[src/rtl/mmu_pkg.sv]
// rtl/mmu_pkg.sv - shared MMU types and constants for the PTW request scheduler
package mmu_pkg;

  localparam int PTW_SCHED_MAX_REQ = 8;
  localparam int IDX_ITLB          = 0;
  localparam int IDX_DTLB          = 1;

  // TLB miss request towards the page-table walker
  typedef struct packed {
    logic [26:0] vpn;
    logic [1:0]  prv;
    logic        store;
    logic        fetch;
  } tlb_ptw_req_t;

  // Walker result; valid doubles as the response strobe
  typedef struct packed {
    logic        valid;
    logic        error;
    logic [1:0]  level;
    logic [63:0] pte;
  } ptw_tlb_resp_t;

  typedef enum logic [2:0] {
    S_IDLE,
    S_ISSUE,
    S_WAIT,
    S_RESP,
    S_DRAIN
  } ptw_sched_state_t;

endpackage

[src/rtl/rr_pick.sv]
// rtl/rr_pick.sv - combinational round-robin first-one finder
module rr_pick #(
  parameter int N = 2
) (
  input  logic [N-1:0]         vld,
  input  logic [$clog2(N)-1:0] ptr,
  output logic [$clog2(N)-1:0] idx,
  output logic                 found
);

  localparam int IW = $clog2(N);

  logic [IW-1:0] cand;

  // Scan downward so the last hit written is the closest index at or above ptr
  always_comb begin
    idx   = '0;
    found = 1'b0;
    cand  = '0;
    for (int i = N - 1; i >= 0; i--) begin
      cand = IW'((int'(ptr) + i) % N);
      if (vld[cand]) begin
        idx   = cand;
        found = 1'b1;
      end
    end
  end

endmodule

[src/rtl/ptw_req_sched.sv]
// rtl/ptw_req_sched.sv - round-robin PTW scheduler for NUM_REQ TLBs (optional PTW_SCHED_DEDUP_EN)
module ptw_req_sched
  import mmu_pkg::*;
#(
  parameter int NUM_REQ = 2
) (
  input  logic                clk_i,
  input  logic                rst_i,
  input  logic [NUM_REQ-1:0]  req_valid_i,
  input  tlb_ptw_req_t        req_i [NUM_REQ],
  output logic [NUM_REQ-1:0]  req_ready_o,
  output logic [NUM_REQ-1:0]  resp_valid_o,
  output ptw_tlb_resp_t       resp_o,
  output logic                ptw_req_valid_o,
  output tlb_ptw_req_t        ptw_req_o,
  input  logic                ptw_ready_i,
  input  ptw_tlb_resp_t       ptw_resp_i,
  input  logic                flush_i,
  output logic                busy_o
);

  localparam int                 IW  = $clog2(NUM_REQ);
  localparam logic [NUM_REQ-1:0] ONE = NUM_REQ'(1);

  ptw_sched_state_t   state_q, state_d;
  logic [NUM_REQ-1:0] slot_vld_q;
  tlb_ptw_req_t       slot_q [NUM_REQ];
  logic [NUM_REQ-1:0] accept;
  logic [NUM_REQ-1:0] gnt_mask;
  logic [NUM_REQ-1:0] resp_mask;
  logic [IW-1:0]      rr_ptr_q;
  logic [IW-1:0]      gnt_idx_q;
  logic [IW-1:0]      pick_idx;
  logic               pick_found;
  logic               grant;
  ptw_tlb_resp_t      resp_q;

  // Ready only reflects slot occupancy and flush; reset holds it low too
  assign req_ready_o = ~slot_vld_q & {NUM_REQ{~flush_i & ~rst_i}};
  assign accept      = req_valid_i & req_ready_o;
  assign gnt_mask    = ONE << gnt_idx_q;
  assign busy_o      = (|slot_vld_q) | (state_q != S_IDLE);

  rr_pick #(
    .N (NUM_REQ)
  ) u_rr_pick (
    .vld   (slot_vld_q),
    .ptr   (rr_ptr_q),
    .idx   (pick_idx),
    .found (pick_found)
  );

`ifdef PTW_SCHED_DEDUP_EN
  logic [NUM_REQ-1:0] rider_q, rider_d;

  // Other pending slots translating the same page at the same privilege share this walk
  always_comb begin
    rider_d = '0;
    for (int k = 0; k < NUM_REQ; k++) begin
      if (slot_vld_q[k] && (IW'(k) != pick_idx) &&
          (slot_q[k].vpn == slot_q[pick_idx].vpn) &&
          (slot_q[k].prv == slot_q[pick_idx].prv)) begin
        rider_d[k] = 1'b1;
      end
    end
  end

  // Rider set is captured with the grant and dropped on flush
  always_ff @(posedge clk_i or posedge rst_i) begin
    if (rst_i) begin
      rider_q <= '0;
    end else if (grant) begin
      rider_q <= rider_d;
    end else if (flush_i) begin
      rider_q <= '0;
    end
  end

  assign resp_mask = (state_q == S_RESP) ? (gnt_mask | rider_q) : '0;
`else
  assign resp_mask = (state_q == S_RESP) ? gnt_mask : '0;
`endif

  // Delivery strobe and payload exist only in S_RESP so outputs idle at zero
  assign resp_valid_o = resp_mask;
  assign resp_o       = (state_q == S_RESP) ? resp_q : '0;

  // Slot bookkeeping: capture on accept, free on delivery, wipe on flush
  always_ff @(posedge clk_i or posedge rst_i) begin
    if (rst_i) begin
      slot_vld_q <= '0;
      for (int k = 0; k < NUM_REQ; k++) slot_q[k] <= '0;
    end else begin
      if (flush_i) slot_vld_q <= '0;
      else         slot_vld_q <= (slot_vld_q & ~resp_mask) | accept;
      for (int k = 0; k < NUM_REQ; k++) begin
        if (accept[k]) slot_q[k] <= req_i[k];
      end
    end
  end

  // Grant latch and round-robin pointer advance past the winner
  always_ff @(posedge clk_i or posedge rst_i) begin
    if (rst_i) begin
      gnt_idx_q <= '0;
      rr_ptr_q  <= '0;
    end else if (grant) begin
      gnt_idx_q <= pick_idx;
      if (pick_idx == IW'(NUM_REQ - 1)) rr_ptr_q <= '0;
      else                              rr_ptr_q <= pick_idx + IW'(1);
    end
  end

  // Hold the walker result for the single delivery cycle
  always_ff @(posedge clk_i or posedge rst_i) begin
    if (rst_i) begin
      resp_q <= '0;
    end else if ((state_q == S_WAIT) && ptw_resp_i.valid && !flush_i) begin
      resp_q <= ptw_resp_i;
    end
  end

  // State register
  always_ff @(posedge clk_i or posedge rst_i) begin
    if (rst_i) state_q <= S_IDLE;
    else       state_q <= state_d;
  end

  // Next state and walker-side outputs
  always_comb begin
    state_d         = state_q;
    grant           = 1'b0;
    ptw_req_valid_o = 1'b0;
    ptw_req_o       = '0;
    case (state_q)
      S_IDLE: begin
        // No grant under flush: the slot being picked is about to vanish
        if (!flush_i && pick_found) begin
          grant   = 1'b1;
          state_d = S_ISSUE;
        end
      end
      S_ISSUE: begin
        ptw_req_valid_o = 1'b1;
        ptw_req_o       = slot_q[gnt_idx_q];
        // A walk accepted in the flush cycle still owes us a response to drop
        if (flush_i)          state_d = ptw_ready_i ? S_DRAIN : S_IDLE;
        else if (ptw_ready_i) state_d = S_WAIT;
      end
      S_WAIT: begin
        if (ptw_resp_i.valid) state_d = flush_i ? S_IDLE : S_RESP;
        else if (flush_i)     state_d = S_DRAIN;
      end
      S_RESP: begin
        state_d = S_IDLE;
      end
      S_DRAIN: begin
        if (ptw_resp_i.valid) state_d = S_IDLE;
      end
      default: state_d = S_IDLE;
    endcase
  end

endmodule

[config.mk]
export PLATFORM = sky130hd
export DESIGN_NAME = ptw_req_sched
export DESIGN_NICKNAME = d
export VERILOG_FILES = /design/src/rtl/mmu_pkg.sv /design/src/rtl/rr_pick.sv /design/src/rtl/ptw_req_sched.sv
export SDC_FILE = /design/constraint.sdc
export NUM_CORES = 1
export LEC_CHECK = 0
export BUFFER_PORTS_ARGS = -buffer_cell sky130_fd_sc_hd__buf_2
export CAP_MARGIN = 20
export CORE_AREA = 2 2 181 147
export DETAILED_ROUTE_END_ITERATION = 12
export DIE_AREA = 0 0 183 149
export GPL_TIMING_DRIVEN = 0
export HOLD_SLACK_MARGIN = 0.1
export SLEW_MARGIN = 20
export SYNTH_ARGS = -nofsm -noshare
export SYNTH_HDL_FRONTEND = slang
export SYNTH_SLANG_ARGS = --single-unit
[constraint.sdc]
create_clock -name clk_i -period 5.4 [get_ports clk_i]
set_clock_uncertainty 0.1 [all_clocks]
set_input_delay 0 -clock clk_i [delete_from_list [all_inputs] [get_ports clk_i]]
set_output_delay 0 -clock clk_i [all_outputs]
set_load 0.01 [all_outputs]
==> results.md <==
Drt:
- The remaining routing DRC violations is 0.
- Summed over all layers, the routed wires come to 17.89 mm.
- In this run the remaining antenna-violating nets after routing total 0.
- The final route contains 4991 vias.
- The number of optimization iterations in the first detailed-route pass is 6.
- Dividing the detail-routed wire length by the instance count gives 14.79 um.
- The via-per-instance ratio is 4.128.
- The iteration-0 DRC count of the detailed router is 156.

Clocking:
- The number of buffers created by CTS is 17.
- The total number of clock tree sinks is 137.
- The count of instances resized after the clock tree is built is 0.
- The H-tree was split into 4 levels.
- TritonCTS built the clock tree.
- At the later pin of the worst-skew pair, clock insertion delay measures 420 ps.
- After clock tree synthesis, the clock-pin slew on the worst setup and hold paths is 60 ps.
- The hold buffer count at cts is 139.
- The tree is rooted in a clkbuf_16.
- The longest clock path from root to sink contains 2 buffers.
- After clock tree synthesis, the setup repair step added 0 buffers.

Layout:
- In the final layout, the share of cells above drive strength 1 is 48.41%.
- The layout filler cell count is 2497.
- In the final layout, flip-flops and latches occupy 3428 um^2.
- Compared with the post-synthesis result, the final layout area differs by 58.50%.
- Summing all multi-input logic gate instances after layout gives 2628 um^2.
- Leaving out filler cells and counting taps, the final layout contains 1209.
- At the end of the flow, the number of nets in the layout was 1001.

Logic synthesis:
- After synthesis, the cell types taking the most area are dfrtp_1, mux2_2, and2_1.
- The average cell area after synthesis is 13.46 um^2.
- The mapped netlist covers 6284 um^2.
- The net count of the mapped netlist is 603.
- The portion of the post-synthesis area used by sequential elements is 54.56%.
- The count of different cell masters after synthesis is 30.
- The fraction of synthesized cell area taken by the top area cell type is 54.56%.
- The biggest area consumer among synthesized cells is dfrtp_1.
- During synthesis, Yosys emitted a total of 0 warnings.
- The gate count after technology mapping is 467.
- The number of storage elements in the synthesis netlist is 137.

STA:
- The worst path in the final design needs a cycle of 2153 ps, including I/O delays and setup.
- The tightest hold path in the finished design has a slack of 125.7 ps.
- Headroom to the max-slew limit came out at 57.62%.
- The final critical path takes up 39.86% of the cycle.
- At the pin with the least slew margin, the transition time is 635.7 ps.
- The final number of max-transition violations came to 0.
- Based on the critical path, the design can be clocked at up to 0.4645 GHz.
- Setup repair after global routing left no endpoint under its margin.
- The count of endpoints failing setup in the final report is 0.
- The total negative slack is 0 ps.
- The count of endpoints failing hold in the final timing report is 0.

Worst setup path:
- Data on the critical path arrives at its endpoint at 2050 ps.
- The biggest fanout along the worst timing path is 10.
- The master of the slowest instance on the critical path is dfrtp_1.
- The start-to-end type of the worst setup path is reg2out.
- The required time reported for the critical path endpoint is 5300 ps.
- The worst setup path is captured at an output pin.
- The signal on the critical path passes through and3b_1 -> clkbuf_2 -> clkbuf_1 -> and2_1 -> buf_2.
- The worst setup path is launched from a flip-flop.
- The largest stage delay on the critical path is 470 ps.

Floorplanning:
- The die area is 27270 um^2.
- The die height is 149 um.
- The initial cell density of the core is 24.42%.
- The core outline area is 25730 um^2.
- Row generation in the floorplan step produced 53 rows.
- From left edge to right edge, the die measures 183 um.
- For this design the top-level I/O count stands at 241.

GRT:
- The wire length of the first global-routing pass is 27.86 mm.
- The via count of the first global-routing pass was 5236.
- After global routing the overflow that remains totals 0.
- The pin count of the biggest net entering global routing is 70.
- The initial antenna violation count is 1.
- Global routing consumed, over all layers together, 13.31% of the routing resources.

Placed design:
- In this run the tool buffered the top-level ports with 239 buffer cells.
- The placed cell count is 1037.
- The final RePlAce weighted congestion is 0.7120.
- The placed wire-length estimate after detailed placement is 12.08 mm.

Pwr:
- The analysis attributes to cell leakage a power of 5.037 nW.
- The worst-case IR drop observed on VDD is 0.0002047 V.
- The power density relative to cell area is 368.6 nW/um^2.

Hold path:
- The path category of the worst min-delay check is in2reg.

Flow run:
- The max-cap check violation count is 0.

Status:
- The run finished with clean final reports.
[per-stage QoR]
step           area [um^2]  power, mW  utilization (%)  worst slack [ps]
6_report              9960      3.671            38.71              3247
5_1_grt               9960      3.899            38.71              3016
3_5_place_dp          7928      2.336            30.81              3622
2_1_floorplan         6284      2.089                -              1632
4_1_cts               9957      3.736            38.70              3145
3_3_place_gp          7893      2.296            30.68            -435.0
[cell usage after synthesis]
| library cell | n |
|---|---|
| dfrtp_1 | 137 |
| buf_6 | 10 |
| nand4b_4 | 1 |
| buf_4 | 2 |
| nor3b_1 | 1 |
| and2_1 | 71 |
| clkbuf_2 | 2 |
| nand2b_1 | 3 |
| nor3_1 | 4 |
| o21a_1 | 1 |
| clkbuf_1 | 9 |
| buf_1 | 1 |
| nand2_1 | 5 |
| buf_2 | 9 |
| nor4_1 | 1 |
| mux2_2 | 107 |
| o21bai_1 | 2 |
| a21oi_1 | 2 |
| mux2_1 | 5 |
| a31oi_1 | 2 |
| and3b_1 | 1 |
| nor3_2 | 2 |
| nor2_1 | 32 |
| inv_1 | 2 |
| nor2b_1 | 2 |
| o31ai_1 | 1 |
| mux2i_1 | 31 |
| mux2_4 | 19 |
| nor2_4 | 1 |
| nand4_1 | 1 |
[metal layers]
metal / routed length, um / global-route usage [%] / vias up / share of wire, %
met5: 0 / 0 / - / 0
met4: 279 / 5.040 / 0 / 1.6
met3: 770 / 3.467 / 19 / 4.3
met2: 8848 / 22.29 / 125 / 49
met1: 7987 / 16.52 / 2448 / 45
li1: - / - / 2399 / -
[worst max-delay path, delay by kind of cell (launching register included)]
kind                   cells  cell delay (ps)
buffers and inverters      3              680
DFF                        1              470
and+or+nand+nor            2              480
[power by group]
part	switching [mW]	internal, mW
registers	0.155	1.36
clock network	0.484	0.790
logic	0.338	0.539
[cell families (layout without fill, tap and decap cells)]
group                  after synthesis  after routing  synth area share, %
multiplexers                       162            162                29.55
AND/OR/NAND/NOR                    125            125                11.43
other                                0              1                    0
buffers and inverters               35            446                3.624
AO/OA/AOI/OAI                        8              8               0.8363
flip-flops                         137            137                54.56
[final cells by class]
type | count | share of cell area, %
antenna | 1 | 0.02513
buffer | 33 | 2.211
clock buffer | 19 | 4.447
clock inverter | 13 | 1.960
inverter | 2 | 0.1508
multi-input combinational | 295 | 26.38
sequential | 137 | 34.42
tap | 330 | 4.146
timing repair buffer | 379 | 26.26
[cells in the final DEF, fill, tap and decap left out, types with 4 or more instances in the layout]
cell type	instances
mux2_2	107
clkinv_4	5
clkbuf_16	17
buf_6	10
buf_2	248
mux2i_1	31
dfrtp_1	137
and2_1	71
dlygate4sd3_1	139
nor2_1	32
nor3_1	4
mux2_1	5
clkbuf_1	10
bufinv_16	4
nand2_1	5
mux2_4	19
[registers in the layout, indices dropped and copies added (netlist names)]
signal and cells:
gnt_idx_q 1, state_q 3, resp_q 68, rr_ptr_q 1, slot_vld_q 2, slot_q 62
[path summary, 6_finish.rpt]
check | from | to | cells after the start | slack [ps]
min reg2reg | resp_q[67]$_DFFE_PP0P_ | resp_q[67]$_DFFE_PP0P_ | 1 | 370
min in group asynchronous | rst_i | slot_q[10]$_DFFE_PP0P_ | 3 | 140
min | req_valid_i[0] | slot_vld_q[0]$_DFF_PP0_ | 5 | 130
max | state_q[2]$_DFFE_PP0P_ | resp_o[22] | 5 | 3250
max reg2reg | slot_vld_q[1]$_DFF_PP0_ | slot_q[28]$_DFFE_PP0P_ | 5 | 3280
max in group asynchronous | rst_i | resp_q[48]$_DFFE_PP0P_ | 4 | 4330
Power figures use the tool's default switching activity.
